<file path="src/rtl/instr_encoder.sv">
// instr_encoder: assembles symbolic instruction requests into 32-bit words and streams them to instruction memory.
// Optional opcode legality filter (adds op_err) enabled by INSTR_ENCODER_OPCHECK_EN.
module instr_encoder #(
  parameter int DEPTH = 4,
  parameter int ADDR_W = 32,
  parameter logic [ADDR_W-1:0] BASE_ADDR = '0
) (
  input  logic              clk,
  input  logic              rst,
  input  logic              start,
  input  logic              finish,
  input  logic              req_valid,
  output logic              req_ready,
  input  logic [5:0]        req_op,
  input  logic [4:0]        req_dest,
  input  logic [4:0]        req_src1,
  input  logic [4:0]        req_src2,
  input  logic [15:0]       req_imm,
  output logic              mem_w_en,
  output logic [ADDR_W-1:0] mem_addr,
  output logic [31:0]       mem_wdata,
  input  logic              mem_ack,
`ifdef INSTR_ENCODER_OPCHECK_EN
  output logic              op_err,
`endif
  output logic              busy,
  output logic              done,
  output logic [15:0]       word_count
);
  localparam int AW = $clog2(DEPTH);
  localparam logic [AW:0] FULL = DEPTH[AW:0];
  localparam logic [5:0] OP_JMP = 6'b101010;
  typedef enum logic [1:0] {IDLE, RUN, DRAIN} state_t;
  state_t state_q, state_d;
  logic [31:0] fifo_q [DEPTH];
  logic [AW-1:0] wr_q, rd_q;
  logic [AW:0] cnt_q, cnt_d;
  logic [ADDR_W-1:0] addr_q;
  logic [15:0] word_count_q;
  logic done_q, done_d;
  logic [31:0] word;
  logic accept, push, pop, op_ok;
`ifdef INSTR_ENCODER_OPCHECK_EN
  localparam logic [5:0] OP_ADD = 6'b000001, OP_SUB = 6'b000010, OP_AND = 6'b000011,
                         OP_OR = 6'b000100, OP_NOR = 6'b000101, OP_XOR = 6'b000110,
                         OP_SLA = 6'b000111, OP_SLL = 6'b001000, OP_SRA = 6'b001001,
                         OP_SRL = 6'b001010, OP_ADDI = 6'b100000, OP_SUBI = 6'b100001,
                         OP_LD = 6'b100010, OP_ST = 6'b100011, OP_BEZ = 6'b100100,
                         OP_BNE = 6'b100101;
  logic op_err_q;
  assign op_ok = req_op inside {OP_ADD, OP_SUB, OP_AND, OP_OR, OP_NOR, OP_XOR, OP_SLA, OP_SLL,
                                OP_SRA, OP_SRL, OP_ADDI, OP_SUBI, OP_LD, OP_ST, OP_BEZ, OP_BNE, OP_JMP};
  assign op_err = op_err_q;
  always_ff @(posedge clk)
    op_err_q <= !rst && accept && !op_ok;
`else
  assign op_ok = 1'b1;
`endif
  assign req_ready = (state_q == RUN) && (cnt_q != FULL);
  assign accept = req_valid && req_ready;
  assign push = accept && op_ok;
  assign mem_w_en = (state_q != IDLE) && (cnt_q != '0);
  assign pop = mem_w_en && mem_ack;
  assign mem_addr = addr_q;
  assign mem_wdata = mem_w_en ? fifo_q[rd_q] : '0;
  assign busy = state_q != IDLE;
  assign done = done_q;
  assign word_count = word_count_q;
  always_comb begin
    word = !req_op[5] ? {req_op, req_dest, req_src1, req_src2, 11'b0} :
           (req_op == OP_JMP) ? {req_op, 10'b0, req_imm} : {req_op, req_dest, req_src1, req_imm};
    cnt_d = (push && !pop) ? cnt_q + 1'b1 : (pop && !push) ? cnt_q - 1'b1 : cnt_q;
  end
  // DRAIN only ends once the FIFO is empty, which also means no write is outstanding
  always_comb begin
    state_d = state_q;
    done_d = 1'b0;
    if (state_q == IDLE && start) state_d = RUN;
    else if (state_q == RUN && finish) state_d = DRAIN;
    else if (state_q == DRAIN && cnt_q == '0) begin
      state_d = IDLE;
      done_d = 1'b1;
    end
  end
  always_ff @(posedge clk) begin
    if (rst) begin
      state_q <= IDLE;
      done_q <= 1'b0;
      wr_q <= '0;
      rd_q <= '0;
      cnt_q <= '0;
      addr_q <= BASE_ADDR;
      word_count_q <= '0;
    end else begin
      state_q <= state_d;
      done_q <= done_d;
      cnt_q <= cnt_d;
      if (push) wr_q <= wr_q + 1'b1;
      if (pop) rd_q <= rd_q + 1'b1;
      if (state_q == IDLE && start) begin
        addr_q <= BASE_ADDR;
        word_count_q <= '0;
      end else if (pop) begin
        addr_q <= addr_q + ADDR_W'(4);
        word_count_q <= (word_count_q == 16'hFFFF) ? word_count_q : word_count_q + 16'd1;
      end
    end
  end
  always_ff @(posedge clk)
    if (push) fifo_q[wr_q] <= word;
endmodule

</file>
<file path="config.mk">
export PLATFORM = sky130hd
export DESIGN_NAME = instr_encoder
export DESIGN_NICKNAME = d
export VERILOG_FILES = /design/src/rtl/instr_encoder.sv
export SDC_FILE = /design/constraint.sdc
export NUM_CORES = 1
export LEC_CHECK = 0
export ABC_AREA = 1
export BUFFER_PORTS_ARGS = -buffer_cell sky130_fd_sc_hd__buf_2
export CAP_MARGIN = 30
export CORE_ASPECT_RATIO = 0.6
export CORE_UTILIZATION = 34
export CTS_CLUSTER_SIZE = 14
export DETAILED_ROUTE_END_ITERATION = 10
export PLACE_DENSITY = 0.6
export SETUP_SLACK_MARGIN = 0.1
export SLEW_MARGIN = 15
export SYNTH_ARGS = -nofsm -noshare
export SYNTH_HDL_FRONTEND = slang
export SYNTH_SLANG_ARGS = --single-unit
</file>
<file path="constraint.sdc">
create_clock -name clk -period 3.6 [get_ports clk]
set_clock_uncertainty 0.1 [all_clocks]
set_input_delay 0.18 -clock clk [delete_from_list [all_inputs] [get_ports clk]]
set_output_delay 0.18 -clock clk [all_outputs]
set_load 0.01 [all_outputs]
</file>
# == After elaboration in Yosys (flattened, before gate mapping) ==
# Memories as Yosys holds them, arrays and structs flattened. A register that Yosys moved wholly into a read port is not among the register bits.
# Index checks and enable logic that the tools add are counted.
# Widths: inputs -> output; s select.
# classes
n_eq_ne,5
bitwise,1
n_addsub,6
muxes,13
reduce_logical,21
# ops
cell,n
$mux 32,2
$add 32x3->32 const B,1
$mux 26,1
$add 16x1->16 const B,1
$eq 16x16->1 const B,1
$logic_and 1x1->1,9
$mux 2,4
$eq 6x6->1 const B,1
$mux 3,2
$reduce_bool 2->1,3
$reduce_bool 3->1,2
$add 2x1->2 const B,2
$mux 1,4
$add 3x1->3 const B,1
$logic_not 3->1,1
$ne 3x3->1 const B,1
$reduce_or 3->1,1
$sub 3x1->3 const B,1
$eq 2x1->1 const B,1
$eq 2x2->1 const B,1
$logic_not 1->1,2
$logic_not 2->1,1
$reduce_and 2->1,1
$reduce_or 2->1,1
$not 1->1,1
# totals
regBits,58
word_cells,55
mem_count,1
ram_bits,128
out_inout_bits,84
# mem_list
name,depth,word_bits,rd,rd_clocked_by_memory_dff,write_ports,line_no,text
fifo_q,4,32,1,1,1,35,logic [31:0] fifo_q [DEPTH];

# == Logic depth before layout (Yosys ltp) ==
# Gate-level depths: netlist (run 1).
# logic_depth
ltp_word,7
mapped_depth,12

# == Worst setup path after synthesis (run 1) ==
# Ideal clock, no wire load.
# synth_path
path_type,reg2reg
from,reg cnt_q[0]
to,"mem fifo_q[0][0], enable pin"
setup_ns,0.421
arrival_ns,2.319
synth_period_minus_slack_ns,2.840
stages_incl_launch_ff,5
slack_ns,0.760
path_cell_list,dfxtp_1 nor2_2 a21oi_1 nand2_1 nor2_1
# synth_between
elab_chain_len,5
# synth_lines
item,line_no,text
start: declaration,37,"logic [AW:0] cnt_q, cnt_d;"
start signal: assignment,97,cnt_q <= cnt_d;
$ne 3x3->1,59,assign req_ready = (state_q == RUN) && (cnt_q != FULL);
$logic_and 1x1->1,59,
net req_ready,13,"output logic req_ready,"
$logic_and 1x1->1,60,assign accept = req_valid && req_ready;
$mux 1,110,if (push) fifo_q[wr_q] <= word;
$mux 1 (not written as such),110,
end: declaration,35,
# The timed path passes the listed nets, and every way through them passes these cells.

==> metrics.yaml, run 1 <==
status: "complete, no violations"
cts_tree: "yes"
worst_pin_slew_ps: 740
syn_area_um2: 8300
period_share_pct: 71.0
via_per_inst: 4.64
final_cell_mix: "nor2_1, nand2_1, edfxtp_1, buf_2, inv_1"
min_path_type: "input pin to register"
num_vias: 6419
core_area_um2: 23500
max-cap-violations: 0
fin_crit_ps: 2550
holdPathStages: 3
synth_cell_type_count: 39
tns_ps: 0
mostFrequentLayoutCell: "nor2_1"
routed_wl_um: 20200
clk_pin_slew_ps: 70
ff2ff_path_depth: 11
grt_pass1_wl_um: 31300
async_flop_share_pct: 0
arrival_ps: 2270
synth_flop_cell: "edfxtp_1"
path_class: "register to output port"
rows: 43
power.leakage_nw: 4.04
p_total_mw: 4.60
maxSlewHeadroom_pct: 50.7
final-hold-violation-count: 0
synth.avg_cell_area_um2: 9.20
antenna_left: 0
dpl.cell_count: 1316
timing.fmax_ghz: 0.391
ir_drop_mv: 0.289
cts-root-buf: "clkbuf_16"
antenna_found_initial: 0
io-pin-count: 127
clk_latency_ps: 420
max-clock-path-buffers: 2
synth_edf_count: 128
netlist_instances: 902
first_pass_iters: 7
cp-start-kind: "register"
die_w_um: 204
synth-warning-count: 0
die_area_um2: 25100
cts_max_level: 4
grt_max_degree: 65
clock-sinks: 186
rsz0062_at_grt: "false"
grt_remaining_overflow: 0
grt_usage_pct: 16.4
post-route-drc-count: 0
worst_setup_path_end_kind: "output port"
final_cells: 1384
timing.hold.ws_ps: 47.7
finalSetupViolations: 0
routedWlPerCell_um: 14.6
fp.dieH_um: 123
initial_utilization_pct: 35.3
power_per_cell_area_nw_per_um2: 451
gp_congestion: 0.815
path_max_fanout: 38
grt_pass1_vias: 5683
synthToLayoutAreaGrowth_pct: 22.9
synth_seq_cells: 186
diodes: 0
final_core_util_pct: 43.4
cts_buffers: 17
critPathRequiredTime_ps: 3320
cts_setup_buffers: 0
drt_iter0_markers: 389
ys_seq_area_share_pct: 60.3
hpwl_um: 12700
drive_gt1_share_pct: 18.2
io_buffers: 124
final_nets: 1108
final_max_slew_viol_count: 0
## worst paths after layout
check                    from             to  slack, ps
setup / recovery     register  mem_wdata[12]       1050
hold / removal     req_imm[9]   fifo_q[1][9]         50
setup reg to reg     cnt_q[0]       cnt_q[2]       1250
hold reg to reg   mem_addr[5]    mem_addr[5]        400
## power by group
group	total [mW]	internal, mW	switching (mW)
combinational	0.406	0.144	0.262
clock	1.85	1.03	0.821
sequential	2.34	2.33	0.0169
total	4.60	3.50	1.10
## cell families after synthesis
| group | after synthesis | synth area share, % |
|---|---|---|
| xor+xnor | 13 | 1.37 |
| buf+inv | 115 | 5.73 |
| mux | 5 | 0.678 |
| flops | 186 | 60.3 |
| compound gates | 142 | 8.76 |
| other cells | 1 | 0.0452 |
| fa+ha+maj | 8 | 1.30 |
| simple gates | 432 | 21.8 |
## layout make-up
class | count | area [um2]
clock buffer | 18 | 429
clock inverter | 13 | 145
fill | 2274 | 13300
inverter | 78 | 293
multi-input combinational | 602 | 2840
sequential | 186 | 5010
tap | 315 | 394
timing repair buffer | 172 | 1090
## metrics by stage
| step | instance area [um2] | worst slack (ps) |
|---|---|---|
| after global placement | 9240 | 1280 |
| after detailed placement | 9240 | 1260 |
| after global routing | 10200 | 767 |
| final | 10200 | 1050 |
| after CTS | 10200 | 980 |
| after floorplan | 8300 | 760 |
## flip-flops by register name (all words and copies together) (netlist names), named ones only
register,count
done,1
cnt_q,3
mem_addr,30
rd_q,2
state_q,2
fifo_q,128
word_count,16
wr_q,2
## timing repair
item	CTS	global route
hold buffers	36	0
endpoints found under the hold margin	120	0
gates resized for setup	0	0
## layer usage
layer	vias up	GRT usage, %	routed length, um
li1	3287	-	-
met1	2974	25.2	10700
met2	148	22.9	8310
met3	10	3.56	1030
met4	0	4.14	181
met5	-	0	0
## cell usage after synthesis (4+ instances only)
cell | number | area [um2]
nor2_1 | 208 | 781
nand2_1 | 148 | 556
edfxtp_1 | 128 | 3840
inv_1 | 74 | 278
o21ai_0 | 71 | 355
a21oi_1 | 63 | 315
dfxtp_1 | 58 | 1160
nand3_1 | 32 | 160
clkbuf_1 | 17 | 63.8
nand4_1 | 15 | 93.8
buf_2 | 8 | 40.0
ha_1 | 7 | 87.6
nor3_1 | 7 | 35.0
xnor2_1 | 7 | 61.3
xor2_1 | 6 | 52.6
buf_1 | 5 | 18.8
mux2_2 | 5 | 56.3
nor2_2 | 5 | 31.3
buf_4 | 4 | 30.0
nor2_4 | 4 | 45.0
## worst max-delay path, stage by stage, from the launching register on
cell and delay (ps):
dfxtp_2 330, clkinv_1 530, buf_4 490, o21ai_0 240
a21oi_1 100, buf_2 150
Note: power is estimated with default switching activity, not from simulation.
==> run 2, diff against run 1 <==
--- a/config.mk
+++ b/config.mk
@@ -5,14 +5,14 @@
 export SDC_FILE = /design/constraint.sdc
 export NUM_CORES = 1
 export LEC_CHECK = 0
-export ABC_AREA = 1
+export ABC_AREA = 0
 export BUFFER_PORTS_ARGS = -buffer_cell sky130_fd_sc_hd__buf_2
 export CAP_MARGIN = 30
 export CORE_ASPECT_RATIO = 0.6
 export CORE_UTILIZATION = 34
 export CTS_CLUSTER_SIZE = 14
 export DETAILED_ROUTE_END_ITERATION = 10
-export PLACE_DENSITY = 0.6
+export PLACE_DENSITY = 0.62
 export SETUP_SLACK_MARGIN = 0.1
 export SLEW_MARGIN = 15
 export SYNTH_ARGS = -nofsm -noshare
==> constraint.sdc (replaced) <==
create_clock -name clk -period 2.1 [get_ports clk]
set_clock_uncertainty 0.1 [all_clocks]
set_input_delay 0.105 -clock clk [delete_from_list [all_inputs] [get_ports clk]]
set_output_delay 0.105 -clock clk [all_outputs]
set_load 0.01 [all_outputs]
==> metrics.yaml, run 2 <==
status: "complete, but fails checks"  # was complete, no violations
violations: "negative setup slack"
cts-root-buf: "clkbuf_16"  # unchanged
core_area_um2: 22500  # was 23,500 um2
synth-warning-count: 0  # unchanged
timing.hold.ws_ps: 90.9  # was 47.7 ps
synthToLayoutAreaGrowth_pct: 37.9  # was 22.9%
synth_seq_cells: 186  # unchanged
synth.top_cells.by_count: "edfxtp_1, and2_1, dfxtp_1"  # was nor2_1, nand2_1, edfxtp_1
worst_setup_path_end_kind: "register"  # was output port
io_buffers: 124  # unchanged
synth_top_family_by_area: "simple AND/OR/NAND/NOR gates"  # unchanged
antenna_left: 0  # unchanged
finalSetupViolations: 1  # was 0
fp.dieH_um: 121  # was 123 um
pre_cts_slack_ps: -16.6  # was 1260 ps
drive_gt1_share_pct: 40.3  # was 18.2%
comb_power_share_pct: 11.0  # was 8.8%
synthXorXnorAreaFrac_pct: 1.43  # was 1.37%
timing.fmax_ghz: 0.464
power.leakage_nw: 3.93  # was 4.04 nW
final_cell_mix: "edfxtp_1, buf_2, buf_4, dfxtp_1, dlygate4sd3_1"  # was nor2_1, nand2_1, edfxtp_1, buf_2, inv_1
synth_area_leaders: "edfxtp_1, dfxtp_1, mux4_2"  # was edfxtp_1, dfxtp_1, nor2_1
post-route-drc-count: 0  # unchanged
yosysMostFrequentCell: "edfxtp_1"  # was nor2_1
reg2reg_setup_slack_ps: -50  # was 1250 ps
routedWlPerCell_um: 18.0  # was 14.6 um
async_flop_share_pct: 0  # unchanged
synth_top_area_share_pct: 48.3  # was 46.3%
final.setup.worst_slack_ps: -54.5  # was 1050 ps
die_area_um2: 24000  # was 25,100 um2
clk_pin_slew_ps: 70  # about the same
routed_wl_um: 20300  # was 20,200 um
synth.avg_cell_area_um2: 13.8  # was 9.20 um2
grt_max_degree: 33  # was 65
cts_buffers: 17  # unchanged
clock-sinks: 186  # unchanged
tns_ps: -54.5  # was 0 ps
rows: 42  # was 43
synth_top_area_cell: "edfxtp_1"  # unchanged
regMostFlops: "fifo_q"  # unchanged
final-hold-violation-count: 0  # unchanged
grt_pass1_wl_um: 30400  # was 31,300 um
max-cap-violations: 0  # unchanged
ir_drop_mv: 0.615  # was 0.289 mV
switching_share_pct: 22.9  # was 23.9%
min_path_type: "input pin to register"  # unchanged
die_w_um: 200  # was 204 um
final_max_slew_viol_count: 0  # unchanged
final_nets: 854  # was 1,108
path_class: "register to register"  # was register to output port
io-pin-count: 127  # unchanged
cts_tree: "yes"  # unchanged
rsz0062_at_grt: "true"  # was false
fin_area_um2: 11000  # was 10,200 um2
mostFrequentLayoutCell: "edfxtp_1"  # was nor2_1
critPathRequiredTime_ps: 2350  # was 3320 ps
final_core_util_pct: 48.8  # was 43.4%
power_per_cell_area_nw_per_um2: 702  # was 451 nW/um2
synth_edf_count: 128  # unchanged
grt_usage_pct: 16.9  # was 16.4%
grt_pass1_vias: 5414  # was 5,683
synth_compound_area_share_pct: 5.90  # was 8.76%
syn_area_um2: 7960  # was 8300 um2
p_seq_share_pct: 52.0  # was 50.9%
p_switching_mw: 1.76  # was 1.10 mW
period_share_pct: 103
fin_crit_ps: 2150
netlist_instances: 575  # was 902
synthAdderAreaFrac_pct: 1.35  # was 1.30%
via_per_inst: 5.04  # was 4.64
antenna_found_initial: 1  # was 0
diodes: 0  # unchanged
first_pass_iters: 5  # was 7
drt_iter0_markers: 503  # was 389
placed_area_um2: 9410  # was 9240 um2
cp-start-kind: "register"  # unchanged
initial_utilization_pct: 35.4  # was 35.3%
num_vias: 5662  # was 6,419
grt_remaining_overflow: 0  # unchanged
ys_seq_area_share_pct: 62.9  # was 60.3%
clk_latency_ps: 420  # about the same
synth-simple-area-share_pct: 15.5  # was 21.8%
path_max_fanout: 3  # was 38
arrival_ps: 2410  # was 2270 ps
synth_flop_cell: "edfxtp_1"  # unchanged
yosys-mux-area-fraction_pct: 10.6  # was 0.678%
gp_congestion: 0.823  # was 0.815
pwr-share-clk_pct: 37.0  # was 40.2%
hpwl_um: 12500  # was 12,700 um
internal_power_mw: 5.93  # was 3.50 mW
synth_cell_type_count: 51  # was 39
cts_max_level: 4  # unchanged
largest_reg_flops: 128  # unchanged
max-clock-path-buffers: 2  # unchanged
[run 2: cell types whose count changed in the layout (fill, tap and decap cells not counted), sizes merged, moves of 14 or more]
cell   change
buf       +58
inv       -69
nor2     -195
o21ai     -60
a21oi     -28
or3       +17
and2      +60
or4       +19
nand3     -24
nand2    -127
o31ai     +14
mux4      +32
[run 2: what timing repair did]
action,CTS,global route
pin swaps,19,29
cloned,3,6
hold buffers,40,0
resized for setup,51,56
hold endpoints to repair,138,0
setup buffers,1,7
endpoints found under the setup margin,45,89
[run 2: power by group through the flow]
stage / sequential [mW] / combinational [mW] / clock [mW]
2_1_floorplan: 4.08 / 0.351 / 0
6_report: 4.00 / 0.847 / 2.85
4_1_cts: 4.00 / 0.781 / 2.94
5_1_grt: 4.01 / 0.920 / 3.08
3_5_place_dp: 4.08 / 0.623 / 0
3_3_place_gp: 4.08 / 0.619 / 0
[run 2: worst paths after layout]
kind                                    from             to  depth (start not counted)
worst max-delay path              state_q[1]       cnt_q[2]                          8
worst min register to register  mem_addr[31]   mem_addr[31]                          2
worst min-delay path                 mem_ack  word_count[5]                          4
worst max register to register    state_q[1]       cnt_q[2]                          8
[run 2: critical path: stages (launching register included)]
cell and delay (ps):
dfxtp_2 350, or2b_1 270, a211oi_4 240, ha_4 180, inv_2 40, fa_2 330
xor2_1 150, or3_1 300, a21oi_1 120
[run 2: cell families (layout without fill, tap and decap cells)]
kind of cell | count (synthesis) | count (layout)
AO/OA/AOI/OAI | 74 | 74
XOR/XNOR | 13 | 13
adder cells (fa/ha/maj) | 8 | 8
buffers and inverters | 41 | 280
flip-flops | 186 | 186
multiplexers | 44 | 44
other | 1 | 2
AND/OR/NAND/NOR | 208 | 209
[run 2: layout make-up]
class                      instances  area (um2)
fill                            2040       11500
sequential                       186        5020
multi-input combinational        350        2980
timing repair buffer             238        2040
clock buffer                      21         440
tap                              308         385
clock inverter                    11        73.8
inverter                          10        40.0
[run 2: metal layers]
layer  vias to the layer above  global-route usage [%]  part of all wire [%]
li1                       2685                       -                     -
met1                      2799                    25.8                    51
met2                       165                    24.1                    44
met3                        13                    3.88                   4.7
met4                         0                    3.63                  0.90
met5                         -                       0                     0
[run 2: metrics by stage]
step / std cells / total power, mW
after floorplan: 576 / 4.43
after global placement: 1035 / 4.69
after detailed placement: 1035 / 4.70
after CTS: 1111 / 7.73
after global routing: 1124 / 8.01
final: 1124 / 7.70
==> run 3, diff against run 2 <==
--- a/config.mk
+++ b/config.mk
@@ -8,7 +8,6 @@
 export ABC_AREA = 0
 export BUFFER_PORTS_ARGS = -buffer_cell sky130_fd_sc_hd__buf_2
 export CAP_MARGIN = 30
-export CORE_ASPECT_RATIO = 0.6
 export CORE_UTILIZATION = 34
 export CTS_CLUSTER_SIZE = 14
 export DETAILED_ROUTE_END_ITERATION = 10
==> metrics.yaml, run 3 (synthesis gave the netlist of run 2 again) <==
rsz0062_at_grt: "true"  # unchanged
timing.fmax_ghz: 0.465  # was 0.464 GHz
synthToLayoutAreaGrowth_pct: 39.9  # was 37.9%
cp-start-kind: "register"  # unchanged
fin_crit_ps: 2150  # about the same
final-hold-violation-count: 0  # unchanged
regMostFlops: "fifo_q"  # unchanged
diodes: 0  # unchanged
largest_reg_flops: 128  # unchanged
worst_setup_path_end_kind: "register"  # unchanged
gp_congestion: 0.826  # was 0.823
grt_remaining_overflow: 0  # unchanged
die_w_um: 155  # was 200 um
cts_tree: "yes"  # unchanged
antenna_left: 0  # unchanged
min_path_type: "input pin to register"  # unchanged
max-cap-violations: 0  # unchanged
grt_pass1_wl_um: 29600  # was 30,400 um
fin_area_um2: 11100  # was 11,000 um2
arrival_ps: 2410  # about the same
grt_pass1_vias: 5559  # was 5,414
io_buffers: 124  # unchanged
mostFrequentLayoutCell: "edfxtp_1"  # unchanged
initial_utilization_pct: 34.9  # was 35.4%
finalSetupViolations: 1  # unchanged
clock-sinks: 186  # unchanged
final_cell_mix: "edfxtp_1, buf_2, dfxtp_1, buf_4"  # was edfxtp_1, buf_2, buf_4, dfxtp_1, dlygate4sd3_1
antenna_found_initial: 0  # was 1
clk_latency_ps: 420  # about the same
final_cells: 1127  # was 1,124
cts-root-buf: "clkbuf_16"  # unchanged
fill_cells: 1932  # was 2,040
via_per_inst: 5.03  # was 5.04
final_nets: 853  # was 854
routed_wl_um: 19300  # was 20,300 um
wl_met3_um: 1190  # was 951 um
placed_area_um2: 9420  # was 9410 um2
drive_gt1_share_pct: 41.9  # was 40.3%
topRoutingLayerUsed: "met4"  # unchanged
cts_max_level: 4  # unchanged
num_vias: 5666  # was 5,662
grt_max_degree: 33  # unchanged
final_core_util_pct: 48.9  # was 48.8%
wl_met2_um: 9120  # was 8860 um
first_pass_iters: 6  # was 5
io-pin-count: 127  # unchanged
routedWlPerCell_um: 17.1  # was 18.0 um
final_max_slew_viol_count: 0  # unchanged
die_area_um2: 24000  # about the same
violations: "negative setup slack"  # unchanged
wl_met1_um: 8750  # was 10,300 um
cts_buffers: 17  # unchanged
grt_usage_pct: 16.0  # was 16.9%
path_max_fanout: 2  # was 3
drt_iter0_markers: 387  # was 503
clk_pin_slew_ps: 70  # about the same
max-clock-path-buffers: 2  # unchanged
period_share_pct: 102  # was 103%
power.leakage_nw: 3.99  # was 3.93 nW
final.setup.worst_slack_ps: -49.5  # was -54.5 ps
ir_drop_mv: 0.402  # was 0.615 mV
status: "complete, but fails checks"  # unchanged
hpwl_um: 11500  # was 12,500 um
post-route-drc-count: 0  # unchanged
path_class: "register to register"  # unchanged
critPathRequiredTime_ps: 2360  # was 2350 ps
fp.dieH_um: 155  # was 121 um
rows: 55  # was 42
core_area_um2: 22800  # was 22,500 um2
dpl.cell_count: 1037  # was 1,035
power_per_cell_area_nw_per_um2: 709  # was 702 nW/um2
==> run 3: power breakdown <==
group	internal (mW)	switching [mW]	total (mW)
Sequential	3.97	0.0301	4.00
Combinational	0.522	0.401	0.923
Clock	1.55	1.43	2.97
==> run 3: worst max-delay path, cell delays in order (launching register included) <==
cell	delay, ps
dfxtp_2	340
or2b_1	270
a211oi_4	240
ha_4	180
inv_2	30
fa_2	330
xor2_1	150
or3_1	320
a21oi_2	120
==> run 3: routing by layer <==
metal | vias up | track usage (%)
li1 | 2675 | -
met1 | 2784 | 21.7
met2 | 189 | 25.6
met3 | 18 | 4.04
met4 | 0 | 4.29
met5 | - | 0
==> run 3: cell type report <==
type                       instances  area [um2]  share of cell area, %
timing repair buffer             238        2160                   19.4
clock inverter                    12         108                  0.967
inverter                          10        40.0                  0.360
tap                              313         392                   3.52
multi-input combinational        349        2980                   26.8
clock buffer                      19         433                   3.89
sequential                       186        5020                   45.1
==> run 3: worst paths after layout <==
| kind | startpoint | to | slack, ps | cells past startpoint |
|---|---|---|---|---|
| max | state_q[0] | cnt_q[2] | -50 | 8 |
| min | rst | cnt_q[2] | 10 | 3 |
| max reg2reg | state_q[0] | cnt_q[2] | -50 | 8 |
| min reg2reg | mem_addr[31] | mem_addr[31] | 380 | 2 |
==> run 3: metrics by stage <==
step	setup WS, ps	hold WS, ps	setup TNS (ps)	power [mW]
after floorplan	-233	104	-233	4.43
after global placement	-52.6	254	-67.8	4.70
after detailed placement	-72.1	248	-103	4.70
after CTS	-75.0	1.42	-184	7.92
after global routing	-141	16.1	-1360	8.18
final	-49.5	9.95	-49.5	7.90
==> run 3: what timing repair did <==
item | CTS | global route
buffers inserted | 12 | 3
pin swaps | 6 | 39
setup endpoints to repair | 50 | 179
cloned | 3 | 7
gates resized for setup | 85 | 46
hold buffers | 37 | 0
hold endpoints to repair | 126 | 0
